## src/rtl/mem_stage_pkg.sv

```systemverilog
`default_nettype none
// ============================================================================
//  Module   : mem_stage_pkg
//  Purpose  : Shared FSM state encoding and default parameters for the
//             pipeline memory stage and its SRAM controller.
//  Revision : 1.0 - initial release
// ============================================================================
package mem_stage_pkg;

    // SRAM access sequencer states: one word = low half then high half
    typedef enum logic [1:0] {
        S_IDLE = 2'd0,
        S_LOW  = 2'd1,
        S_HIGH = 2'd2,
        S_DONE = 2'd3
    } sram_state_t;

    // Byte address that maps onto SRAM halfword 0
    localparam logic [31:0] c_MEM_BASE_DFLT    = 32'd1024;
    // SRAM halfword address width
    localparam int          c_SRAM_AW_DFLT     = 18;
    // Extra hold cycles per halfword access
    localparam int          c_WAIT_CYCLES_DFLT = 1;

endpackage : mem_stage_pkg
`default_nettype wire

```

## src/rtl/mem_stage_sram_ctrl.sv

```systemverilog
`default_nettype none
// ============================================================================
//  Module   : sram_ctrl
//  Purpose  : Splits a 32-bit load/store into two 16-bit SRAM accesses,
//             each held WAIT_CYCLES+1 cycles, and stalls the pipeline via
//             o_ready until the word is complete.
//  Revision : 1.0 - initial release
// ============================================================================
module sram_ctrl
    import mem_stage_pkg::*;
#(
    parameter int SRAM_AW     = c_SRAM_AW_DFLT,
    parameter int WAIT_CYCLES = c_WAIT_CYCLES_DFLT
) (
    input  logic               clk,
    input  logic               rst,
    input  logic               i_start,      // memory request present this cycle
    input  logic               i_rw,         // 1 = write, 0 = read
    input  logic [SRAM_AW-1:0] i_addr,       // low-half halfword address
    input  logic [31:0]        i_wdata,
    output logic [31:0]        o_rdata,
    output logic               o_ready,
    output logic [SRAM_AW-1:0] o_sram_addr,
    output logic               o_sram_we_n,
    output logic [15:0]        o_sram_dq_out,
    output logic               o_sram_dq_oe,
    input  logic [15:0]        i_sram_dq_in
);

    localparam int c_CW = (WAIT_CYCLES > 0) ? $clog2(WAIT_CYCLES + 1) : 1;
    localparam logic [c_CW-1:0] c_LAST = c_CW'(WAIT_CYCLES);

    sram_state_t          r_state;
    logic [c_CW-1:0]      r_cnt;
    logic                 r_rw;
    logic [15:0]          r_wdata_hi;
    logic [31:0]          r_rdata;
    logic [SRAM_AW-1:0]   r_sram_addr;
    logic                 r_sram_we_n;
    logic [15:0]          r_sram_dq_out;
    logic                 r_sram_dq_oe;
    logic                 w_last;

    assign w_last = (r_cnt == c_LAST);

    // Stall unless idle with nothing to do, or the word has just completed
    assign o_ready = ((r_state == S_IDLE) && !i_start) || (r_state == S_DONE);

    // Access sequencer: state, wait counter, captured read data and SRAM pins
    always_ff @(posedge clk or posedge rst) begin
        if (rst) begin
            r_state       <= S_IDLE;
            r_cnt         <= '0;
            r_rw          <= 1'b0;
            r_wdata_hi    <= '0;
            r_rdata       <= '0;
            r_sram_addr   <= '0;
            r_sram_we_n   <= 1'b1;
            r_sram_dq_out <= '0;
            r_sram_dq_oe  <= 1'b0;
        end else begin
            case (r_state)
                S_IDLE: begin
                    r_cnt <= '0;
                    if (i_start) begin
                        // Upstream is frozen from here on, so everything the
                        // access needs is latched once and never re-sampled.
                        r_state     <= S_LOW;
                        r_rw        <= i_rw;
                        r_wdata_hi  <= i_wdata[31:16];
                        r_sram_addr <= i_addr;
                        if (i_rw) begin
                            r_sram_dq_out <= i_wdata[15:0];
                            r_sram_dq_oe  <= 1'b1;
                            r_sram_we_n   <= 1'b0;
                        end
                    end
                end
                S_LOW: begin
                    if (w_last) begin
                        r_cnt       <= '0;
                        r_state     <= S_HIGH;
                        r_sram_addr <= {r_sram_addr[SRAM_AW-1:1], 1'b1};
                        if (r_rw) begin
                            // we_n stays low; only address and data move
                            r_sram_dq_out <= r_wdata_hi;
                        end else begin
                            r_rdata[15:0] <= i_sram_dq_in;
                        end
                    end else begin
                        r_cnt <= r_cnt + 1'b1;
                    end
                end
                S_HIGH: begin
                    if (w_last) begin
                        r_cnt        <= '0;
                        r_state      <= S_DONE;
                        r_sram_we_n  <= 1'b1;
                        r_sram_dq_oe <= 1'b0;
                        if (!r_rw) begin
                            r_rdata[31:16] <= i_sram_dq_in;
                        end
                    end else begin
                        r_cnt <= r_cnt + 1'b1;
                    end
                end
                S_DONE: begin
                    // Pipeline advances on this edge; the held request is
                    // the one just served and must not start again.
                    r_state <= S_IDLE;
                end
                default: begin
                    r_state <= S_IDLE;
                end
            endcase
        end
    end

    assign o_rdata       = r_rdata;
    assign o_sram_addr   = r_sram_addr;
    assign o_sram_we_n   = r_sram_we_n;
    assign o_sram_dq_out = r_sram_dq_out;
    assign o_sram_dq_oe  = r_sram_dq_oe;

endmodule : sram_ctrl
`default_nettype wire

```

## src/rtl/mem_stage.sv

```systemverilog
`default_nettype none
// ============================================================================
//  Module   : mem_stage
//  Purpose  : Pipeline memory stage. Translates the byte address into SRAM
//             halfword addresses, runs loads/stores through sram_ctrl and
//             forwards the control fields to the MEM/WB register.
//  Revision : 1.0 - initial release
// ============================================================================
module mem_stage
    import mem_stage_pkg::*;
#(
    parameter logic [31:0] MEM_BASE    = c_MEM_BASE_DFLT,
    parameter int          SRAM_AW     = c_SRAM_AW_DFLT,
    parameter int          WAIT_CYCLES = c_WAIT_CYCLES_DFLT
) (
    input  logic               clk,
    input  logic               rst,
    input  logic               wb_en,
    input  logic               mem_r_en,
    input  logic               mem_w_en,
    input  logic [31:0]        alu_res,
    input  logic [31:0]        val_rm,
    input  logic [3:0]         dest,
    output logic               wb_en_out,
    output logic               mem_r_en_out,
    output logic [31:0]        alu_res_out,
    output logic [3:0]         dest_out,
    output logic [31:0]        mem_data,
    output logic               ready,
    output logic [SRAM_AW-1:0] sram_addr,
    output logic               sram_we_n,
    output logic [15:0]        sram_dq_out,
    output logic               sram_dq_oe,
    input  logic [15:0]        sram_dq_in
);

    logic               w_req;
    logic               w_rw;
    logic [SRAM_AW-1:0] w_addr_lo;

    // Read+write together is served as a write
    assign w_req = mem_r_en | mem_w_en;
    assign w_rw  = mem_w_en;

    // Word index doubled gives the low halfword; out-of-range addresses
    // simply wrap in the SRAM address space.
    assign w_addr_lo = SRAM_AW'(((alu_res - MEM_BASE) >> 2) << 1);

    // Control fields flow straight through to MEM/WB
    assign wb_en_out    = wb_en;
    assign mem_r_en_out = mem_r_en;
    assign alu_res_out  = alu_res;
    assign dest_out     = dest;

    sram_ctrl #(
        .SRAM_AW     (SRAM_AW),
        .WAIT_CYCLES (WAIT_CYCLES)
    ) u_sram_ctrl (
        .clk           (clk),
        .rst           (rst),
        .i_start       (w_req),
        .i_rw          (w_rw),
        .i_addr        (w_addr_lo),
        .i_wdata       (val_rm),
        .o_rdata       (mem_data),
        .o_ready       (ready),
        .o_sram_addr   (sram_addr),
        .o_sram_we_n   (sram_we_n),
        .o_sram_dq_out (sram_dq_out),
        .o_sram_dq_oe  (sram_dq_oe),
        .i_sram_dq_in  (sram_dq_in)
    );

endmodule : mem_stage
`default_nettype wire

```

## config.mk

```make
export PLATFORM = sky130hd
export DESIGN_NAME = mem_stage
export DESIGN_NICKNAME = d
export VERILOG_FILES = /design/src/rtl/mem_stage_pkg.sv /design/src/rtl/mem_stage_sram_ctrl.sv /design/src/rtl/mem_stage.sv
export SDC_FILE = /design/constraint.sdc
export NUM_CORES = 1
export LEC_CHECK = 0
export BUFFER_PORTS_ARGS = -buffer_cell sky130_fd_sc_hd__buf_2
export CELL_PAD_IN_SITES_DETAIL_PLACEMENT = 2
export CELL_PAD_IN_SITES_GLOBAL_PLACEMENT = 2
export CORE_MARGIN = 5
export CORE_UTILIZATION = 31
export DETAILED_ROUTE_END_ITERATION = 10
export GPL_ROUTABILITY_DRIVEN = 0
export PLACE_DENSITY = 0.81
export SLEW_MARGIN = 10
export SYNTH_ARGS = -nofsm -noshare
export SYNTH_HDL_FRONTEND = slang
export SYNTH_SLANG_ARGS = --single-unit
```

## constraint.sdc

```tcl
create_clock -name clk -period 5.5 [get_ports clk]
set_input_delay 0.275 -clock clk [delete_from_list [all_inputs] [get_ports clk]]
set_output_delay 0.275 -clock clk [all_outputs]
set_load 0.02 [all_outputs]
```

==> run metrics <==
status completed; I/O pins 196; WS Path Type flip-flop to flip-flop; postcts setup bufs 0; slew margin rel. between 30% and 40%; Wirelength per Cell between 15 and 20 microns; f_max roughly 360 MHz; clock sink total 88; Tcrit/Tclk final 50.0%; hold crit path type input port to async pin; drt total wl approximately 12000 microns; routing usage on met1 around 17%; Post-Syn Area per Cell roughly 13 sq um; Seq pwr share a little over a third; DRT antenna net count 0; max cap viols 0; XOR/XNOR Fraction of Synth Area less than 1%; Final Max Tran Viols 0; hpwl dp roughly 8600 microns; type of destination of the critical path flip-flop; final hold viol count 0; critical path launch point type flip-flop; first-pass GRT wire length 18500 microns; vias in the first global route approximately 3.3k; Power, Total around 3300 uW; CTS Buffer Depth 2; Initial DRC Count between 70 and 80; TNS Setup 0 ns; Syn. warnings 0; fin cells roughly 630; pwr/cell area approximately 650 nW/um^2; Post-CTS Hold Buffers 0; fin crit period between 2 and 3 ns; DIE AREA 16200 sq um; drt pass-1 iters 4; worst reg2reg path startpoint u_sram_ctrl.r_state[1]; Synth Net Count 428; data arrival time of the worst path just under 3 ns; Synth area leaders dfrtp_1, mux2_2, buf_4; Synth Instances around 330; busiest grt layer met2; maximum vdd drop 0.245 mV; layout cells sized above 1 ~58%; Die X roughly 130 microns; met2 usage roughly a quarter; critical-path maximum fanout 42; main combinational cell family by area after synthesis multiplexers; post-synthesis compound-gate area fraction ~6%; post-cts resize count 0; vias per inst between 4 and 5; H-tree Lvls 3; initial antenna violation count 1; Logic pwr share between 40% and 50%; gr usage total 14.6%; RSZ-0062 raised after global routing false; pin count of the biggest net entering global routing a little over 50; Leak 0.00249 uW; mux share of post-synthesis cell area ~22%; area leader, netlist dfrtp_1; worst-skew pair later-pin latency ~0.34 ns; DRC 0; FF+latch count, synth 88; placed cells 610; CP Data Required Time between 5 and 6 ns; area grow syn2layout 20.5%; adder-cell share of the synthesized area 2.05%; Min Hold Slack approximately 0.023 ns; CTS buffer count 9; root buf cell clkbuf_16; Reg2Reg Setup Slack ~2.8 ns; Max stage delay on crit path 0.84 ns; Seq/Total Area, Yosys roughly half; via count ~2.9k; top-area cell type share of the netlist area 51.0%; floorplan core area around 13000 sq um; switching part of the total between 30% and 40%; TritonCTS clock tree built; Reg clk slew, reported paths around 0.06 ns; initial core utilization around a third; IO Port Bufs 155; Core Rows 42; final setup fails 0; Least-Margin Pin Slew a little under 1 ns; slowest cell on the critical path ha_2; NetSw ~1300 uW; Layout Nets between 500 and 600; synthesized area roughly 4300 sq um; die height ~130 microns; Clock power frac 18.4%; Worst Clk Skew 0.00478 ns; simple-gate share of the synthesized area 6.62%; met3 GRT Util roughly 4.5%; R2R Path End u_sram_ctrl.o_sram_dq_out[0]; Yosys cell types 43; Int Power slightly above 2000 uW; R2R cell count 5; crit-path cells inv_1 > ha_2 > mux2i_2 > a21oi_4 > mux2_2; ANT cells 0; Congestion Overflow GR 0
==> state kept, by name, summed over array words and instances, names as in the netlist <==
name / flops
u_sram_ctrl.o_rdata: 32
u_sram_ctrl.o_sram_addr: 18
u_sram_ctrl.o_sram_dq_oe: 1
u_sram_ctrl.o_sram_dq_out: 16
u_sram_ctrl.o_sram_we_n: 1
u_sram_ctrl.r_cnt: 1
u_sram_ctrl.r_rw: 1
u_sram_ctrl.r_state: 2
u_sram_ctrl.r_wdata_hi: 16
==> cell usage after synthesis (all sizes together) <==
master   instances
nor2             7
mux2            80
o21ai            9
o21bai           1
o2bb2ai          1
nand2b          11
or3b             1
a221o            2
nor3             3
nand3            2
a21oi            9
a311oi           2
o21a             1
nor2b            1
or2b             1
a211oi           1
nand2           22
and2b            1
ha               7
and3             2
o31ai            3
nor4             1
a31o             1
mux2i            1
dfrtp           87
nor3b            1
a2111o           2
nand4            2
buf             52
xor2             2
inv              8
dfstp            1
clkbuf           3
xnor2            1
a22o             3
==> power groups by stage <==
stage / clock, uW / sequential (uW) / combinational (uW)
detailed placement: 0 / 1180 / 1590
CTS: 638 / 1170 / 1600
global route: 665 / 1210 / 1690
global placement: 0 / 1150 / 1520
finish: 612 / 1160 / 1560
floorplan: 0 / 1440 / 892
==> layer usage <==
| metal | up-vias | wire length (microns) |
|---|---|---|
| li1 | 1330 | - |
| met5 | - | 7 |
| met1 | 1481 | 4520 |
| met2 | 95 | 6060 |
| met3 | 19 | 717 |
| met4 | 2 | 237 |
==> worst max path at each step <==
| stage | startpoint | end |
|---|---|---|
| 3_3_place_gp | u_sram_ctrl.r_state[1] | u_sram_ctrl.o_sram_dq_out[13] |
| 3_5_place_dp | u_sram_ctrl.r_state[1] | u_sram_ctrl.o_sram_dq_out[13] |
| 6_report | u_sram_ctrl.r_state[1] | u_sram_ctrl.o_sram_dq_out[0] |
| 5_1_grt | u_sram_ctrl.r_state[1] | u_sram_ctrl.o_sram_dq_out[14] |
| 4_1_cts | u_sram_ctrl.r_state[1] | u_sram_ctrl.o_sram_dq_out[11] |
| 2_1_floorplan | rst | u_sram_ctrl.o_rdata[0] |
==> area by class of cell <==
type / instances / area, sq um
tap: 176 / 220
sequential: 88 / 2200
clock inverter: 2 / 38.8
clock buffer: 14 / 254
fill: 1431 / 8200
timing repair buffer: 157 / 791
multi-input combinational: 181 / 1610
inverter: 8 / 31.3
==> cells by family after synthesis <==
kind of cell,after synthesis
mux,81
xor+xnor,3
compound gates,35
flops,88
simple gates,55
buf+inv,63
fa+ha+maj,7
==> cells in the final DEF, fill, tap and decap left out, drive strengths merged, types with 3 or more instances in the layout <==
| cell | n |
|---|---|
| o21ai | 9 |
| inv | 7 |
| nor3 | 3 |
| buf | 157 |
| mux2 | 80 |
| nor2 | 7 |
| o31ai | 3 |
| a22o | 3 |
| clkbuf | 14 |
| nand2b | 11 |
| dfrtp | 87 |
| a21oi | 9 |
| nand2 | 22 |
| ha | 7 |
==> worst max-delay path: cells and delay by family, from the launching register on <==
family	cells	cell delay, ns
buffers and inverters	1	0.15
AO/OA/AOI/OAI	1	0.61
flip-flops	1	0.41
adder cells (fa/ha/maj)	1	0.84
multiplexers	2	0.61
==> through the flow <==
step                      instance area, sq um  setup slack (ns)  utilization, %
after detailed placement                  4850              2.68            36.4
after CTS                                 5140              2.67            38.5
after global placement                    4850              2.87            36.4
after floorplan                           4270              2.95               -
after global routing                      5140              2.51            38.5
final                                     5140              2.75            38.5
No activity file was read; power rests on OpenSTA's default activity.
